## src/rtl/ifu_fetch.sv

```systemverilog
// ============================================================================
// Module   : ifu_fetch
// Purpose  : Instruction-fetch stage in front of a 1-cycle-latency imem.
//            Optional macro IFU_MISALIGN_CHECK_EN adds a misaligned-redirect
//            trap entry and the out_misalign port.
// Revision : 1.0 - initial release
// ============================================================================
`default_nettype none

module ifu_fetch #(
    parameter logic [31:0] RESET_PC = 32'h8000_0000,
    parameter logic [31:0] PC_STEP  = 32'd4
) (
    input  logic        clock,
    input  logic        reset,
    output logic        imem_ren,
    output logic [31:0] imem_raddr,
    input  logic [31:0] imem_rdata,
    output logic        out_valid,
    input  logic        out_ready,
    output logic [31:0] out_pc,
    output logic [31:0] out_inst,
    input  logic        redirect_valid,
    input  logic [31:0] redirect_pc
`ifdef IFU_MISALIGN_CHECK_EN
    ,
    output logic        out_misalign
`endif
);

    typedef enum logic [0:0] {
        ST_BOOT = 1'b0,
        ST_RUN  = 1'b1
    } state_t;

    localparam logic [31:0] C_ALIGN_MASK = 32'hFFFF_FFFC;

    state_t      state_q, state_d;
    logic [31:0] pc_q, pc_d;
    logic [31:0] inflight_pc_q, inflight_pc_d;
    logic        valid_q, valid_d;

    logic        w_fire;
    logic        w_can_issue;
    logic        w_halted;
    logic [31:0] w_target;

    assign w_target = redirect_pc & C_ALIGN_MASK;

`ifdef IFU_MISALIGN_CHECK_EN
    localparam logic [31:0] C_NOP = 32'h0000_0013;

    logic halted_q, halted_d;
    logic misalign_q, misalign_d;

    assign w_halted     = halted_q;
    // The trap entry carries a NOP in place of RAM data; the RAM was never read.
    assign out_inst     = misalign_q ? C_NOP : imem_rdata;
    assign out_misalign = misalign_q & ~reset;
`else
    assign w_halted     = 1'b0;
    assign out_inst     = imem_rdata;
`endif

    always_comb begin
        out_valid     = valid_q & ~redirect_valid & ~reset;
        out_pc        = reset ? 32'h0000_0000 : inflight_pc_q;
        w_fire        = out_valid & out_ready;
        w_can_issue   = (~valid_q | w_fire) & ~w_halted;

        imem_ren      = 1'b0;
        imem_raddr    = pc_q & C_ALIGN_MASK;
        state_d       = state_q;
        pc_d          = pc_q;
        inflight_pc_d = inflight_pc_q;
        valid_d       = valid_q;
`ifdef IFU_MISALIGN_CHECK_EN
        halted_d      = halted_q;
        misalign_d    = misalign_q & ~w_fire;
`endif

        if (redirect_valid) begin
            state_d       = ST_RUN;
            valid_d       = 1'b1;
            imem_ren      = 1'b1;
            imem_raddr    = w_target;
            inflight_pc_d = w_target;
            pc_d          = w_target + PC_STEP;
`ifdef IFU_MISALIGN_CHECK_EN
            if (redirect_pc[1:0] != 2'b00) begin
                imem_ren      = 1'b0;
                inflight_pc_d = redirect_pc;
                pc_d          = pc_q;
                halted_d      = 1'b1;
                misalign_d    = 1'b1;
            end else begin
                halted_d      = 1'b0;
                misalign_d    = 1'b0;
            end
`endif
        end else if (state_q == ST_BOOT) begin
            state_d       = ST_RUN;
            valid_d       = 1'b1;
            imem_ren      = 1'b1;
            imem_raddr    = RESET_PC & C_ALIGN_MASK;
            inflight_pc_d = RESET_PC & C_ALIGN_MASK;
            pc_d          = (RESET_PC & C_ALIGN_MASK) + PC_STEP;
        end else if (w_can_issue) begin
            valid_d       = 1'b1;
            imem_ren      = 1'b1;
            inflight_pc_d = pc_q & C_ALIGN_MASK;
            pc_d          = (pc_q & C_ALIGN_MASK) + PC_STEP;
        end else if (w_fire) begin
            // Only reachable while halted after a trap entry drains.
            valid_d       = 1'b0;
        end

        if (reset) begin
            imem_ren = 1'b0;
        end
    end

    always_ff @(posedge clock) begin
        if (reset) begin
            state_q       <= ST_BOOT;
            pc_q          <= RESET_PC;
            inflight_pc_q <= 32'h0000_0000;
            valid_q       <= 1'b0;
        end else begin
            state_q       <= state_d;
            pc_q          <= pc_d;
            inflight_pc_q <= inflight_pc_d;
            valid_q       <= valid_d;
        end
    end

`ifdef IFU_MISALIGN_CHECK_EN
    always_ff @(posedge clock) begin
        if (reset) begin
            halted_q   <= 1'b0;
            misalign_q <= 1'b0;
        end else begin
            halted_q   <= halted_d;
            misalign_q <= misalign_d;
        end
    end
`endif

endmodule

`default_nettype wire

```

## config.mk

```make
export PLATFORM = sky130hd
export DESIGN_NAME = ifu_fetch
export DESIGN_NICKNAME = d
export VERILOG_FILES = /design/src/rtl/ifu_fetch.sv
export SDC_FILE = /design/constraint.sdc
export NUM_CORES = 1
export LEC_CHECK = 0
export BUFFER_PORTS_ARGS = -buffer_cell sky130_fd_sc_hd__buf_2
export CAP_MARGIN = 30
export CORE_MARGIN = 2
export CORE_UTILIZATION = 35
export DETAILED_ROUTE_END_ITERATION = 7
export PLACE_DENSITY_LB_ADDON = 0.15
export SETUP_SLACK_MARGIN = 0.5
export SYNTH_ARGS = -nofsm -noshare
export SYNTH_HDL_FRONTEND = slang
export SYNTH_SLANG_ARGS = --single-unit
```

## constraint.sdc

```tcl
create_clock -name clock -period 4.5 [get_ports clock]
set_input_delay 0.225 -clock clock [delete_from_list [all_inputs] [get_ports clock]]
set_output_delay 0.225 -clock clock [all_outputs]
set_load 0.01 [all_outputs]
```

* Yosys cells after proc, flatten, opt, wreduce, memory -nomap -nowiden *
Index checks and enable logic that the tools add are counted.

cells by class
  muxes and demuxes = 18
  bitwise logic cells = 7
  $add $sub $neg = 2
  eq/ne operators = 2

operators by type and width
  cell                   number
  $mux 32                9
  $add 32x3->32 const B  2
  $mux 1                 9
  $ne 4x2->1 const B     1
  $and 1x1->1            3
  $ne 3x2->1 const B     1
  $not 1->1              3
  $or 1x1->1             1

word-level totals
  register bits = 64
  input bits = 68
  output and inout port bits = 98
  word-level logic and storage cells = 33

* Longest topological paths before layout *
Gate-level depths: netlist of run 1.

  depth in word-level cells = 9
  mapped depth = 8
  mapped depth without buffers = 6

* Worst setup path after synthesis of run 1 *
No wires, ideal clock.

  path kind = flip-flop to flip-flop
  start point = register pc_q[3]
  end point = register pc_q[30]
  path buffers = 0
  arrival = 1.777 ns
  stages on the path, launching flop included = 7
  clock period less this slack = 1.900 ns
  slack = 2.600 ns
  path through = dfxtp_1 ha_1 nand4_1 or3_1 or3_1 o221ai_1 o21ai_1

on the way
  longest elaborated chain between the ends = 4

RTL lines
  what                    line  source
  start, declared         39    logic [31:0] pc_q, pc_d;
  start signal, assigned  131   pc_q <= pc_d;
  $add 32x3->32           112   pc_d = (pc_q & C_ALIGN_MASK) + PC_STEP;
  $mux 32                 108   end else if (w_can_issue) begin
  $mux 32                 101   end else if (state_q == ST_BOOT) begin
  $mux 32                 82    if (redirect_valid) begin

No other way between the ends. The select of a mux whose other input is x is not followed.
A chain may end at the register's enable or synchronous reset.

* Final worst setup path of run 1 *
  start point = register pc_q[3]
  end point = register pc_q[28]

Same word-level chain as after synthesis.

==> results.md, run 1 <==
- Status: finished clean
- PnR Total Power: 1550 µW
- Clk_lat worst skew: 0.33 ns
- Number of synthesized flops with an enable pin: 0
- Tightest Pin Transition: 0.856 ns
- Gr usage total: 0.207
- VDD IR max: 0.108 mV
- Avg Inst Size Synth: 7.10 µm²
- Synth Instances: 618
- Clock buffer depth: 2
- Row cnt: 40
- Starting Density: 0.362
- Initial antenna violation count: 0
- Dominant synthesized flop cell: dfxtp_1
- Syn. warnings: 0
- TritonCTS clock tree: done
- Post-synthesis sequential area ratio: 0.283
- Tmin final: 2.44 ns
- Fmax: 409 MHz
- Pins over their slew limit: 0
- Gpl congestion: 0.849
- Leading cell types by count after synthesis: nand2_1, nor2_1, dfxtp_1, nor3_1, buf_4
- Worst-path clk slew: 0.05 ns
- Layout cells sized above 1: 0.194
- Crit start category: register
- Total CTS buffers: 9
- # hold bufs at CTS: 0
- Slew HR: 0.425
- # diodes: 0
- Worst path arrival time: 2.69 ns
- Post-synth top area share: 0.283
- WP data required: 4.75 ns
- Final WL: 13.7 mm
- Die area: 13500 µm²
- Synth top area cells: dfxtp_1, nand2_1, nor2_1
- Leakage power: 0.00201 µW
- Vias: 4300
- Drt pass-1 iters: 4
- Drt initial violations: 276
- Count leader, synth: nand2_1
- Post-synthesis cell type count: 59
- Max Cap Viol: 0
- H-tree levels: 3
- Vias in the first global route: 4003
- Asr flop ratio synth: 0
- Via density: 5.20
- Final period util: 0.543
- Routed WL per cell: 16.6 µm
- Final setup margin: 2.06 ns
- Layout net count: 726
- Post-DP HPWL: 9.74 mm
- GR Overflow Total: 0
- Die Wd: 116 µm
- I/O Pins: 166
- Area delta synth->final: 13.1%
- Mapped cell area: 4390 µm²
- RSZ-0062 raised after global routing: no
- Root buf cell: clkbuf_16
- First-pass GRT wire length: 21.6 mm
- Fillers: 1314
- Port bufs: 95
- # Post-CTS Setup Buffers: 0
- # setup viols final: 0
- Pre-CTS setup slack: 2.12 ns
- Largest fanout on the critical path: 7
- Pwr dens: 313 nW/µm²
- DIE HEIGHT: 116 µm
- CP endpoint kind: register
- Core area: 12100 µm²
- Post-synthesis register bit count: 62
- Clock Sinks: 62
- Drt drc: 0
- Clock skew: 0.00643 ns
- Largest net degree at the start of global routing: 78
- Hold WC Path Type: in -> reg
- ANT nets after route: 0
- Hold Fails Final Rpt: 0
- Post-synth top area cell: dfxtp_1
- TNS Setup: 0 ns
- Crit path kind: reg -> reg
- Post-cts sizing count: 0
==> final timing paths <==
check | from | to | slack (ns) | cells after the start
worst min register to register | inflight_pc_q[31]$_SDFFE_PP0P_ | inflight_pc_q[31]$_SDFFE_PP0P_ | 0.45 | 2
worst max-delay path | pc_q[3]$_SDFFE_PP0P_ | pc_q[28]$_SDFFE_PP0P_ | 2.06 | 6
worst max register to register | pc_q[3]$_SDFFE_PP0P_ | pc_q[28]$_SDFFE_PP0P_ | 2.06 | 6
worst min-delay path | reset | pc_q[19]$_SDFFE_PP0P_ | 0.15 | 2
==> layout by cell type (no fill, tap or decap), drive strengths merged, types with 4 or more instances in the layout <==
| cell type | synthesis | layout |
|---|---|---|
| nor3 | 41 | 41 |
| a21oi | 16 | 16 |
| dfxtp | 62 | 62 |
| a31oi | 6 | 6 |
| or3 | 4 | 4 |
| buf | 46 | 102 |
| xnor2 | 16 | 16 |
| nor2 | 83 | 83 |
| inv | 14 | 14 |
| nand2 | 87 | 87 |
| nand3 | 24 | 24 |
| o21ai | 37 | 37 |
| a21o | 4 | 4 |
| a211oi | 8 | 8 |
| clkbuf | 32 | 13 |
| xor2 | 20 | 20 |
| o22ai | 11 | 11 |
| nor2b | 27 | 27 |
| nor4 | 10 | 10 |
| nand4 | 22 | 22 |
| conb | 1 | 4 |
| and4 | 8 | 8 |
==> per-stage QoR <==
step / util / hold slack (ns) / instances / cell area [µm²]
2_1_floorplan: - / 0.402 / 621 / 4400
3_3_place_gp: 0.386 / 0.435 / 813 / 4680
3_5_place_dp: 0.386 / 0.442 / 813 / 4680
4_1_cts: 0.410 / 0.137 / 827 / 4970
5_1_grt: 0.410 / 0.150 / 827 / 4970
6_report: 0.410 / 0.155 / 827 / 4970
==> worst max-delay path, cell delays in order (launching register included) <==
cell and delay (ns):
dfxtp_1 0.41, ha_1 0.27, nand4_1 0.31, nor3_1 0.80, nand4_1 0.24, xor2_1 0.19
o22ai_1 0.14
==> routing by layer <==
metal / part of all wire / routed length (µm) / track usage / vias to the layer above
li1: - / - / - / 2167
met4: 0.013 / 176 / 0.0675 / 0
met2: 0.45 / 6150 / 0.308 / 124
met5: 0 / 0 / 0 / -
met1: 0.48 / 6570 / 0.301 / 1986
met3: 0.058 / 799 / 0.0377 / 23
==> cells by family after synthesis <==
| group | share of synthesized area |
|---|---|
| flops | 0.283 |
| xor+xnor | 0.0718 |
| fa+ha+maj | 0.00570 |
| buf+inv | 0.117 |
| other cells | 0.000854 |
| compound gates | 0.149 |
| mux | 0.00684 |
| simple gates | 0.365 |
==> flip-flops by register name, indices dropped and copies added (netlist names) <==
| register | flops |
|---|---|
| inflight_pc_q | 30 |
| pc_q | 30 |
| state_q | 1 |
| valid_q | 1 |
==> area by class of cell <==
cell class              instances  area [µm²]  area share
well taps                     168         210      0.0423
clock inverters                 1        30.0     0.00605
multi-input cells             467        2640       0.532
clock buffers                  13         260      0.0524
inverters                      14        52.6      0.0106
flip-flops and latches         62        1240       0.250
repair buffers                102         528       0.106
==> power by group <==
part / total, µW / switching [µW] / internal [µW]
sequential: 610 / 28.4 / 582
combinational: 244 / 154 / 89.7
clock: 700 / 247 / 453
No activity file was read; power rests on OpenSTA's default activity.
==> run 2: changes to the inputs <==
ABC_AREA = 1   (was not set)
clock period = 2 ns   (was 4.5 ns; I/O delays follow)
==> results.md, run 2 <==
- Drt initial violations: 321 (+16%)
- Root buf cell: clkbuf_16
- CP startpoint: pc_q[21]$_SDFFE_PP0P_
- Mapped cell area: 4830 µm² (+10%)
- Final Util: 0.456 (+0.0463)
- Clk_lat worst skew: 0.35 ns (+0.02 ns)
- GR Overflow Total: 0 (unchanged)
- Post-synth top area share: 0.257 (-0.0260)
- Syn. warnings: 0 (unchanged)
- Post-synthesis cell type count: 39 (-34%)
- Crit path kind: reg -> reg
- Core area: 13300 µm² (+10%)
- # hold bufs at CTS: 0 (unchanged)
- TNS Setup: 0 ns (unchanged)
- # diodes: 0 (unchanged)
- Area delta synth->final: 26.0%
- Drt pass-1 iters: 4 (unchanged)
- Row cnt: 42 (+5.0%)
- Post-synthesis register bit count: 62 (unchanged)
- Synth top area cells: dfxtp_1, nand2_1, nor2_1
- VDD IR max: 0.302 mV (+180%)
- Layout cells sized above 1: 0.272 (+0.0775)
- Dpl cells: 1021 (+26%)
- First-pass GRT wire length: 26.8 mm (+24%)
- Clock skew: 0.00636 ns (-0.0000724 ns)
- Biggest regs: inflight_pc_q x30, pc_q x30
- Crit start category: register
- ANT nets after route: 0 (unchanged)
- Hold_sp: redirect_pc[24]
- Drt drc: 0 (unchanged)
- Port bufs: 95 (unchanged)
- Post-synthesis sequential area ratio: 0.257 (-0.0260)
- RSZ-0062 raised after global routing: yes
- Clock buffer depth: 2 (unchanged)
- H-tree levels: 3 (unchanged)
- Hold Fails Final Rpt: 0 (unchanged)
- Tmin final: 1.55 ns (-0.889 ns)
- # setup viols final: 0 (unchanged)
- Slew HR: 0.626 (+0.201)
- FF-to-FF Start: pc_q[21]$_SDFFE_PP0P_
- Die area: 14800 µm² (+9.8%)
- Gr usage total: 0.239 (+0.0321)
- Dominant synthesized flop cell: dfxtp_1
- Post-synth top area cell: dfxtp_1
- Initial antenna violation count: 0 (unchanged)
- Largest fanout on the critical path: 5 (-2)
- Asr flop ratio synth: 0 (unchanged)
- Vias in the first global route: 4942 (+23%)
- Starting Density: 0.362 (about the same)
- Count leader, synth: nand2_1
- Buf/Inv on CP: 1 (+1)
- Worst path arrival time: 1.79 ns (-0.90 ns)
- Fmax: 643 MHz (+57%)
- Pwr dens: 596 nW/µm² (+91%)
- Met2 wire len: 8.21 mm (+34%)
- Fillers: 1483 (+13%)
- Pre-CTS setup slack: 0.232 ns (-1.88 ns)
- Final WL: 17.6 mm (+29%)
- Routed WL per cell: 16.8 µm (+1.2%)
- Status: finished clean
- Number of synthesized flops with an enable pin: 0 (unchanged)
- WP data required: 2.23 ns (-2.52 ns)
- Total CTS buffers: 9 (unchanged)
- CP endpoint kind: register
- Via density: 5.02 (-3.4%)
- Die Wd: 122 µm (+4.8%)
- Most frequent cells in the layout: nand2_1, inv_1, nor2_1, buf_2, nand3_1
- Synth Instances: 798 (+29%)
- Max Cap Viol: 0 (unchanged)
- Final setup margin: 0.445 ns (-1.61 ns)
- Most common library cell in the layout ignoring fill and taps: nand2_1
- Worst-path clk slew: 0.05 ns (about the same)
- DIE HEIGHT: 122 µm (+4.8%)
- Avg Inst Size Synth: 6.06 µm² (-15%)
- Final Non-Filler Cells: 1052 (+27%)
- Final period util: 0.777 (+0.234)
- Clock Sinks: 62 (unchanged)
- Highest routed layer: met4
- Leakage power: 0.00300 µW (+49%)
- Post-DP HPWL: 12.4 mm (+27%)
- Leading cell types by count after synthesis: nand2_1, nor2_1, inv_1, dfxtp_1, nand3_1
- I/O Pins: 166 (unchanged)
- CP delay by family, top: simple AND/OR/NAND/NOR gates
- Hold WC Path Type: in -> reg
- M1 wire length: 7.90 mm (+20%)
- Tightest Pin Transition: 0.561 ns (-0.295 ns)
- Largest net degree at the start of global routing: 39 (-50%)
- Crit-path max cell delay: 0.43 ns (-0.37 ns)
- Crit-path cells: nand2_1 > inv_1 > nand2_1 > nor2_2 > nand2_4 > nand3_2 > nand2_2 > nor2_4 > a21oi_2
- Pins over their slew limit: 0 (unchanged)
- CP most frequent cell: nand2_1
- WL met3: 957 µm (+20%)
- Gpl congestion: 0.905 (+6.6%)
- Layout net count: 944 (+30%)
- Slowest CP cell: dfxtp_1
- TritonCTS clock tree: done
- Vias: 5282 (+23%)
## run 2: cell count changes in the layout (fill, tap and decap cells not counted), sizes merged, moves of 10 or more
| cell | delta |
|---|---|
| xor2 | -16 |
| buf | +22 |
| nor4 | -10 |
| xnor2 | -14 |
| nand4 | -12 |
| nand2 | +94 |
| inv | +110 |
| nor2 | +50 |
| o21ai | +21 |
| nor2b | -27 |
| nor3 | -35 |
| o22a | +29 |
| a21oi | +14 |
| nand3 | +36 |
## run 2: logic make-up after synthesis
kind of cell	count (synthesis)	synth area share
AND/OR/NAND/NOR	391	0.355
buffers and inverters	189	0.185
AO/OA/AOI/OAI	147	0.186
flip-flops	62	0.257
XOR/XNOR	6	0.0109
adder cells (fa/ha/maj)	2	0.00518
other	1	0.000776
## run 2: repair_timing
action | 4_1_cts | 5_1_grt
cloned | 3 | 1
buffers inserted | 11 | 3
endpoints found under the setup margin | 81 | 43
pin swaps | 7 | 17
resized for setup | 60 | 57
## run 2: final cells by class
type                       instances  area (µm²)  share of cell area
multi-input combinational        551        3030               0.497
sequential                        62        1280               0.210
timing repair buffer             126         815               0.134
inverter                         123         479              0.0787
clock buffer                      11         253              0.0415
tap                              176         220              0.0362
clock inverter                     2        10.0             0.00164
timing repair inverter             1        8.76             0.00144
## run 2: report_power, final
group / switching [µW] / total, µW / internal (µW)
clock network: 577 / 1460 / 880
logic: 478 / 775 / 297
registers: 72.8 / 1400 / 1330
total: 1130 / 3630 / 2510
## run 2: stage by stage
step | hold slack (ns) | cell area (µm²) | total power [µW]
2_1_floorplan | 0.291 | 4840 | 1890
3_3_place_gp | 0.200 | 5240 | 2080
3_5_place_dp | 0.200 | 5240 | 2080
4_1_cts | 0.115 | 5830 | 3620
5_1_grt | 0.131 | 6090 | 3780
6_report | 0.119 | 6090 | 3630
## run 2: path summary, 6_finish.rpt
kind,depth (start not counted),slack (ns),endpoint
setup / recovery,9,0.45,pc_q[22]$_SDFFE_PP0P_
hold / removal,4,0.12,pc_q[24]$_SDFFE_PP0P_
setup reg to reg,9,0.45,pc_q[22]$_SDFFE_PP0P_
hold reg to reg,2,0.51,pc_q[11]$_SDFFE_PP0P_
## run 2: worst min-delay path, cell delays in order
cell and delay, ns:
buf_2 0.13, nand2_1 0.06, nand3_1 0.07, a21oi_1 0.06
## run 2: layer usage
layer | track usage | vias up
met5 | 0 | -
met4 | 0.120 | 0
met3 | 0.0390 | 39
met2 | 0.370 | 146
met1 | 0.321 | 2422
li1 | - | 2675
